### src/rtl/digit_display_driver.sv
// Four-digit multiplexed 7-segment driver with shadow capture and atomic frame commit.
// Latency: one clk from the scan position (cnt, scan_idx) to seg/dp/an; commits show on the next output update.
// Backpressure: none; the block follows display_select every cycle and never stalls the producer.
//
// Ports:
//   clk, rst            - system clock, asynchronous active-high reset
//   ms, display_select  - lagged BCD digit stream and its rotating slot counter
//   react, blank_en     - decimal-point request, leading-zero blanking enable
//   seg, dp, an         - active-low segments {g,f,e,d,c,b,a}, decimal point, digit anodes
//   frame_ready         - set by the first committed frame, cleared only by rst
module digit_display_driver #(
    parameter int SCAN_DIV = 50
) (
    input  logic       clk,
    input  logic       rst,
    input  logic [3:0] ms,
    input  logic [1:0] display_select,
    input  logic       react,
    input  logic       blank_en,
    output logic [6:0] seg,
    output logic       dp,
    output logic [3:0] an,
    output logic       frame_ready
);

    localparam int CW = (SCAN_DIV > 2) ? $clog2(SCAN_DIV) : 1;
    localparam logic [CW-1:0] CNT_LAST = CW'(SCAN_DIV - 1);

    logic [3:0]    shadow [4];
    logic [3:0]    disp   [4];
    logic [CW-1:0] cnt;
    logic [1:0]    scan_idx;
    logic          react_q;

    logic [1:0]    cap_idx;
    logic          cnt_wrap;
    logic [3:0]    slot_zero;
    logic [3:0]    blank;
    logic [3:0]    cur_digit;
    logic          cur_blank;
    logic [3:0]    an_nxt;
    logic [6:0]    seg_nxt;
    logic          dp_nxt;

    function automatic logic [6:0] decode(input logic [3:0] v);
        logic [6:0] g;
        case (v)
            4'd0:    g = 7'h40;
            4'd1:    g = 7'h79;
            4'd2:    g = 7'h24;
            4'd3:    g = 7'h30;
            4'd4:    g = 7'h19;
            4'd5:    g = 7'h12;
            4'd6:    g = 7'h02;
            4'd7:    g = 7'h78;
            4'd8:    g = 7'h00;
            4'd9:    g = 7'h10;
            default: g = 7'h3F;  // non-BCD shows a dash
        endcase
        return g;
    endfunction

    // The producer presents ms one slot behind display_select.
    assign cap_idx  = display_select - 2'd1;
    assign cnt_wrap = (cnt == CNT_LAST);

    // Shadow capture: every edge, unconditionally.
    always_ff @(posedge clk or posedge rst) begin
        if (rst) begin
            for (int i = 0; i < 4; i++) shadow[i] <= '0;
        end else begin
            shadow[cap_idx] <= ms;
        end
    end

    // Atomic commit. At display_select==0 the slot-3 digit is still on ms,
    // so it is taken directly rather than from its shadow.
    always_ff @(posedge clk or posedge rst) begin
        if (rst) begin
            for (int i = 0; i < 4; i++) disp[i] <= '0;
            frame_ready <= 1'b0;
        end else if (display_select == 2'd0) begin
            disp[3]     <= ms;
            disp[2]     <= shadow[2];
            disp[1]     <= shadow[1];
            disp[0]     <= shadow[0];
            frame_ready <= 1'b1;
        end
    end

    // Scan prescaler and slot index.
    always_ff @(posedge clk or posedge rst) begin
        if (rst) begin
            cnt      <= '0;
            scan_idx <= 2'd0;
        end else if (cnt_wrap) begin
            cnt      <= '0;
            scan_idx <= scan_idx + 2'd1;
        end else begin
            cnt      <= cnt + 1'b1;
        end
    end

    always_ff @(posedge clk or posedge rst) begin
        if (rst) react_q <= 1'b0;
        else     react_q <= react;
    end

    // Leading-zero blanking from the committed frame: a slot blanks only if
    // it and every slot above it are zero. Slot 0 always shows.
    always_comb begin
        for (int i = 0; i < 4; i++) slot_zero[i] = (disp[i] == 4'd0);
        blank    = 4'b0000;
        blank[3] = blank_en & slot_zero[3];
        blank[2] = blank[3] & slot_zero[2];
        blank[1] = blank[2] & slot_zero[1];
    end

    assign cur_digit = disp[scan_idx];
    assign cur_blank = blank[scan_idx];

    // cnt==0 forces all anodes off: one dark cycle between slots prevents ghosting.
    always_comb begin
        an_nxt  = 4'b1111;
        seg_nxt = 7'h7F;
        dp_nxt  = 1'b1;
        if (!cur_blank) begin
            seg_nxt = decode(cur_digit);
            if (cnt != '0) begin
                an_nxt = ~(4'b0001 << scan_idx);
                dp_nxt = ~((scan_idx == 2'd0) & react_q);
            end
        end
    end

    always_ff @(posedge clk or posedge rst) begin
        if (rst) begin
            an  <= 4'b1111;
            seg <= 7'h7F;
            dp  <= 1'b1;
        end else begin
            an  <= an_nxt;
            seg <= seg_nxt;
            dp  <= dp_nxt;
        end
    end

endmodule

### config.mk
export PLATFORM = sky130hd
export DESIGN_NAME = digit_display_driver
export DESIGN_NICKNAME = d
export VERILOG_FILES = /design/src/rtl/digit_display_driver.sv
export SDC_FILE = /design/constraint.sdc
export NUM_CORES = 1
export LEC_CHECK = 0
export CAP_MARGIN = 20
export CORE_UTILIZATION = 42
export DETAILED_ROUTE_END_ITERATION = 10
export PLACE_DENSITY = 0.71
export SLEW_MARGIN = 40
export SYNTH_ARGS = -nofsm -noshare
export SYNTH_HDL_FRONTEND = slang
export SYNTH_SLANG_ARGS = --single-unit
### constraint.sdc
create_clock -name clk -period 1.75 [get_ports clk]
set_clock_uncertainty 0.1 [all_clocks]
set_input_delay 0.2625 -clock clk [delete_from_list [all_inputs] [get_ports clk]]
set_output_delay 0.2625 -clock clk [all_outputs]
set_load 0.005 [all_outputs]
==> results of run 1 <==
## worst reg2reg max path: stages, from the launching register on
cell and delay, ns:
dfrtp_2 0.43, mux4_2 0.55, inv_2 0.11, ha_2 0.17
inv_1 0.06, mux2i_1 0.19, a32oi_1 0.08
## metal layers
metal	GRT usage	up-vias
met5	0	-
met4	0.0377	0
met3	0.0407	4
met2	0.296	36
met1	0.199	682
li1	-	638
## layout by cell type (no fill, tap or decap), drive strengths merged, types with 2 or more instances in the layout
cell type and count:
a21oi 2, a22oi 2, buf 19, clkbuf 5, clkdlybuf4s50 22, clkinv 2
dfrtp 38, dfstp 12, ha 12, inv 10, mux2 28, mux2i 3
mux4 4, nand2 9, nand2b 2, nand3 4, nor2 6, o21ai 6
or2 2, or4 2, xnor2 4
## registers in the layout (all words and copies together), names as in the netlist
signal and flops:
disp 16, shadow 12, seg 7, cnt 6, an 4, scan_idx 2
dp 1, frame_ready 1, react_q 1
## cells by family after synthesis
kind of cell,share of synthesized area
flip-flops,0.573
multiplexers,0.197
AND/OR/NAND/NOR,0.0662
AO/OA/AOI/OAI,0.0475
buffers and inverters,0.0289
adder cells (fa/ha/maj),0.0679
XOR/XNOR,0.0198
## per-stage QoR
stage / setup TNS [ns] / utilization / instance area, um2 / setup WS, ns / power [mW]
after CTS: -0.0606 / 0.548 / 2780 / -0.0235 / 2.88
final: -0.0503 / 0.556 / 2820 / -0.0258 / 2.88
after detailed placement: -2.91 / 0.518 / 2630 / -0.299 / 2.15
after floorplan: -0.200 / - / 2210 / -0.0472 / 1.84
after global routing: -0.489 / 0.556 / 2820 / -0.136 / 3.03
after global placement: -2.55 / 0.518 / 2630 / -0.262 / 2.11
## layout make-up
| cell class | instances | area (um2) | share of cell area |
|---|---|---|---|
| Clock buffer | 5 | 68.8 | 0.0244 |
| Multi-Input combinational cell | 95 | 948 | 0.336 |
| Timing Repair Buffer | 41 | 392 | 0.139 |
| Inverter | 10 | 37.5 | 0.0133 |
| Tap cell | 70 | 87.6 | 0.0310 |
| Clock inverter | 3 | 21.3 | 0.00754 |
| Sequential cell | 50 | 1270 | 0.449 |
## repair_timing
action,CTS,global route
hold buffers,0,0
setup endpoints to repair,11,11
pin swaps,6,3
resized for setup,9,8
buffers inserted,4,0
## path summary, 6_finish.rpt
path	startpoint	end	cells past startpoint
max	scan_idx[0]	seg[4]	6
min	rst	shadow[7]	2
max reg2reg	scan_idx[0]	seg[4]	6
min reg2reg	react_q	dp	1
max in group asynchronous	rst	disp[0]	3
min in group clk	react	react_q	1
## power by group through the flow
stage                     clock network [mW]  logic (mW)  registers, mW
after floorplan                            0       0.359           1.48
after global placement                     0       0.612           1.49
after detailed placement                   0       0.643           1.50
after CTS                              0.683       0.723           1.48
after global routing                   0.721       0.807           1.50
final                                  0.657       0.745           1.48
==> qor.txt, run 1 <==
worst reg-to-reg setup slack: -0.03 ns
# setup viols final: 2
Worst-path clk slew: 0.09 ns
Arr. time, crit path: 1.89 ns
post-synthesis sequential area ratio: 0.573
GRT Total Usage: 0.165
clock root buffer: clkbuf_8
crit-path max cell delay: 0.55 ns
Synth Flop Type: dfrtp_1
top-count cell post-synth: dfrtp_1
cell count after synthesis: 158
Net Sw Power: 0.769 mW
Clock power frac: 0.228
area leader, netlist: dfrtp_1
WP buf/inv: 2
core area: 0.00507 mm2
Post-DRT Antenna Nets: 0
WS Path Type: reg -> reg
antenna cells: 0
top post-synthesis cells by area: dfrtp_1, dfstp_2, mux2_2
Pint: 2.11 mW
switching share of power: 0.267
die width: 74.6 um
top cells by count, synth: dfrtp_1, mux2_2, dfstp_2, ha_1, inv_1
Final Hold Fails: 0
status: finished with violations
Final Cycle Share: 1.01
GR Overflow Total: 0
cell area after synthesis: 0.00221 mm2
Seq cells post-synth: 50
met1 WL: 1.67 mm
first-pass detailed-route iteration total: 4
Yosys Warn Count: 0
P&R area growth vs syn: 27.7%
Critical Path RT: 1.87 ns
via count: 1360
async set or reset register ratio after synthesis: 1.00
die area: 0.00556 mm2
share of cells above drive strength 1: 0.436
cts bufs inserted: 5
syn nets: 180
placed cells: 262
number of synthesized flops with an enable pin: 0
Max stage delay cell, worst path: mux4_2
die height: 74.6 um
Worst-Skew Late Latency: 0.30 ns
WHS: 0.135 ns
Post-DP HPWL: 3.02 mm
final wirelength: 4.05 mm
PnR worst setup slack: -0.0258 ns
Final nets: 225
RePlAce Congestion: 0.818
Hold WC Path Type: in -> async
initial antenna violation count: 0
first-pass GRT wire length: 6.73 mm
CTS tree: yes
RSZ-0062 raised after global routing: true
Slew Viols, Final: 0
FILL cells: 430
Via density: 4.96
Crit path max-delay family: multiplexers
Leakage Power: 1.17 nW
min Tclk post-route: 1.78 ns
Rows: 26
startpoint types: flop
syn avg cell area: 14.0 um2
number of global-route vias before repair: 1382
top sig layer: met4
routed wl met3: 155 um
critical path fanouts, max: 4
CTS H-Tree Depth: 2
Slew headroom: 0.741
DRC viols: 0
clk sinks: 50
CTS max path bufs: 2
initial core utilization: 0.436
failing checks: negative setup slack
first-iteration detailed-routing DRC count: 77
FMAX: 563 MHz
peak supply drop: 0.468 mV
share of power burned in combinational logic: 0.258
critical path endpoint category: flop
Layout Cells excl Fill: 274
DR WL/cell: 14.8 um
pin count of the biggest net entering global routing: 22
Max-Cap Viols: 0
top cell type's share of synthesized area: 0.430
worst-margin pin slew: 0.384 ns
I/O pins: 23
crit-path cells: mux4_2 -> inv_2 -> ha_2 -> inv_1 -> mux2i_1 -> a32oi_1
PD cells: 1020 mW/mm2
IO Port Bufs: 22
Reg power frac: 0.514
synth unique cells: 31
met2 WL: 2.19 mm
Note: power is estimated with default switching activity, not from simulation.
==> run 2, diff against run 1 <==
--- a/config.mk
+++ b/config.mk
@@ -7,8 +7,9 @@
 export LEC_CHECK = 0
 export CAP_MARGIN = 20
 export CORE_UTILIZATION = 42
+export CTS_BUF_LIST = sky130_fd_sc_hd__clkbuf_16
 export DETAILED_ROUTE_END_ITERATION = 10
-export PLACE_DENSITY = 0.71
+export PLACE_DENSITY = 0.69
 export SLEW_MARGIN = 40
 export SYNTH_ARGS = -nofsm -noshare
 export SYNTH_HDL_FRONTEND = slang
==> constraint.sdc (replaced) <==
create_clock -name clk -period 1.85 [get_ports clk]
set_clock_uncertainty 0.1 [all_clocks]
set_input_delay 0.2775 -clock clk [delete_from_list [all_inputs] [get_ports clk]]
set_output_delay 0.2775 -clock clk [all_outputs]
set_load 0.005 [all_outputs]
==> run 2 against run 1 <==
The run now ends clean. Utilization down 1.8 points. Count of clock-buffer cells in the layout unchanged. Total power down 0.63%. Sequential power down 5%. Maximum frequency down 0.59%. Setup slack better by 0.089 ns.
==> qor.txt, run 2 (synthesized netlist as in run 1, its figures left out) <==
status: finished, final reports clean
WP buf/inv: 1 (-1)
largest registers: disp: 16 flops, shadow: 12 flops, seg: 7 flops
most frequent cells in the layout: dfrtp_1, mux2_2, clkdlybuf4s50_1
CTS H-Tree Depth: 2 (unchanged)
Reg power frac: 0.492 (-0.022)
max reg flops: 16 (unchanged)
Final Cycle Share: 0.966 (-0.0492)
switching share of power: 0.250 (-0.0167)
die width: 74.6 um (unchanged)
Reg-to-Reg Start: disp[7]
Net Sw Power: 0.716 mW (-6.9%)
first-iteration detailed-routing DRC count: 81 (+5.2%)
min Tclk post-route: 1.79 ns (+0.0105 ns)
Slew headroom: 0.722 (-0.0192)
CTS tree: yes
die area: 0.00556 mm2 (unchanged)
Worst-path clk slew: 0.06 ns (-0.03 ns)
antenna cells: 0 (unchanged)
# setup viols final: 0 (-2)
via count: 1333 (-2.0%)
placed cells: 257 (-1.9%)
P&R area growth vs syn: 23.6%
Worst-Skew Late Latency: 0.29 ns (about the same)
Leakage Power: 1.14 nW (-2.8%)
GRT Total Usage: 0.167 (+0.00232)
FMAX: 560 MHz (-0.59%)
Arr. time, crit path: 1.90 ns (about the same)
clock root buffer: clkbuf_16
PnR worst setup slack: 0.0637 ns (+0.0895 ns)
Total Neg Setup Slack: 0 ns (+0.0503 ns)
Hold WC Path Type: in -> async
Reg with most FFs: disp
Pint: 2.15 mW (+1.6%)
Final nets: 216 (-4.0%)
DR WL/cell: 14.9 um (+1.0%)
final wirelength: 3.94 mm (-2.7%)
Slew Viols, Final: 0 (unchanged)
RePlAce Congestion: 0.779 (-4.8%)
crit-path cells: or4_4 -> a211oi_4 -> buf_4 -> a22oi_4 -> o21ai_1
share of power burned in combinational logic: 0.199 (-0.059)
first-pass detailed-route iteration total: 4 (unchanged)
initial antenna violation count: 0 (unchanged)
critical path endpoint category: flop
Crit. Startpoint: disp[7]
commonest non-fill, non-tap cell in the layout: dfrtp_1
DRC viols: 0 (unchanged)
Max stage delay cell, worst path: or4_4
end-of-flow core utilization: 0.538 (-0.0178)
pin count of the biggest net entering global routing: 32 (+45%)
GR Overflow Total: 0 (unchanged)
number of global-route vias before repair: 1382 (unchanged)
cts bufs inserted: 5 (unchanged)
WS Path Type: reg -> reg
Post-DP HPWL: 2.91 mm (-3.7%)
RSZ-0062 raised after global routing: true
startpoint types: flop
critical path fanouts, max: 5 (+1)
initial core utilization: 0.436 (unchanged)
Rows: 26 (unchanged)
Clock power frac: 0.309 (+0.081)
crit-path max cell delay: 0.56 ns (about the same)
worst-margin pin slew: 0.416 ns (+0.0317 ns)
Max-Cap Viols: 0 (unchanged)
share of cells above drive strength 1: 0.361 (-0.0754)
Post-DRT Antenna Nets: 0 (unchanged)
core area: 0.00507 mm2 (unchanged)
Critical Path RT: 1.96 ns (+0.09 ns)
peak supply drop: 0.553 mV (+18%)
I/O pins: 23 (unchanged)
first-pass GRT wire length: 6.62 mm (-1.6%)
Via density: 5.05 (+1.7%)
cts hold-fix bufs: 0 (unchanged)
die height: 74.6 um (unchanged)
IO Port Bufs: 22 (unchanged)
Crit path max-delay family: simple AND/OR/NAND/NOR gates
Layout Cells excl Fill: 264 (-3.6%)
CTS max path bufs: 2 (unchanged)
Final Hold Fails: 0 (unchanged)
clk sinks: 50 (unchanged)
setup slack at placement: -0.223 ns (+0.0759 ns)
PD cells: 1050 mW/mm2 (+2.6%)
## run 2: per-layer routing
layer	global-route usage	up-vias	part of all wire
li1	-	618	-
met1	0.196	671	0.43
met2	0.270	36	0.50
met3	0.0732	8	0.051
met4	0.0671	0	0.018
met5	0	-	0
## run 2: stage by stage
stage               hold slack (ns)  cell area [um2]  power, mW
CTS                           0.216             2720       2.89
detailed placement            0.295             2580       2.00
floorplan                     0.209             2210       1.74
finish                        0.202             2730       2.86
global route                  0.240             2730       3.03
global placement              0.304             2580       1.96
## run 2: timing repair
action,4_1_cts,5_1_grt
gates resized for setup,1,4
hold endpoints to repair,0,0
setup buffers,0,0
endpoints found under the setup margin,2,5
pin swaps,1,3
gates cloned,0,0
## run 2: path summary, 6_finish.rpt
path	to	slack (ns)	depth (start not counted)
max	seg[5]	0.06	5
min	cnt[5]	0.20	2
max reg2reg	seg[5]	0.06	5
min reg2reg	dp	0.31	1
max in group asynchronous	scan_idx[0]	0.94	3
min in group clk	dp	0.31	1
## run 2: area by class of cell
| cell class | instances | area, um2 |
|---|---|---|
| multi-input cells | 95 | 892 |
| repair buffers | 32 | 308 |
| inverters | 10 | 37.5 |
| flip-flops and latches | 50 | 1270 |
| clock inverters | 2 | 15.0 |
| clock buffers | 5 | 125 |
| well taps | 70 | 87.6 |
| fillers | 445 | 2340 |
## run 2: power by group through the flow
| stage | combinational, mW | clock, mW | sequential (mW) |
|---|---|---|---|
| 2_1_floorplan | 0.339 | 0 | 1.40 |
| 3_3_place_gp | 0.543 | 0 | 1.42 |
| 3_5_place_dp | 0.566 | 0 | 1.43 |
| 4_1_cts | 0.568 | 0.905 | 1.41 |
| 5_1_grt | 0.635 | 0.966 | 1.43 |
| 6_report | 0.569 | 0.885 | 1.41 |
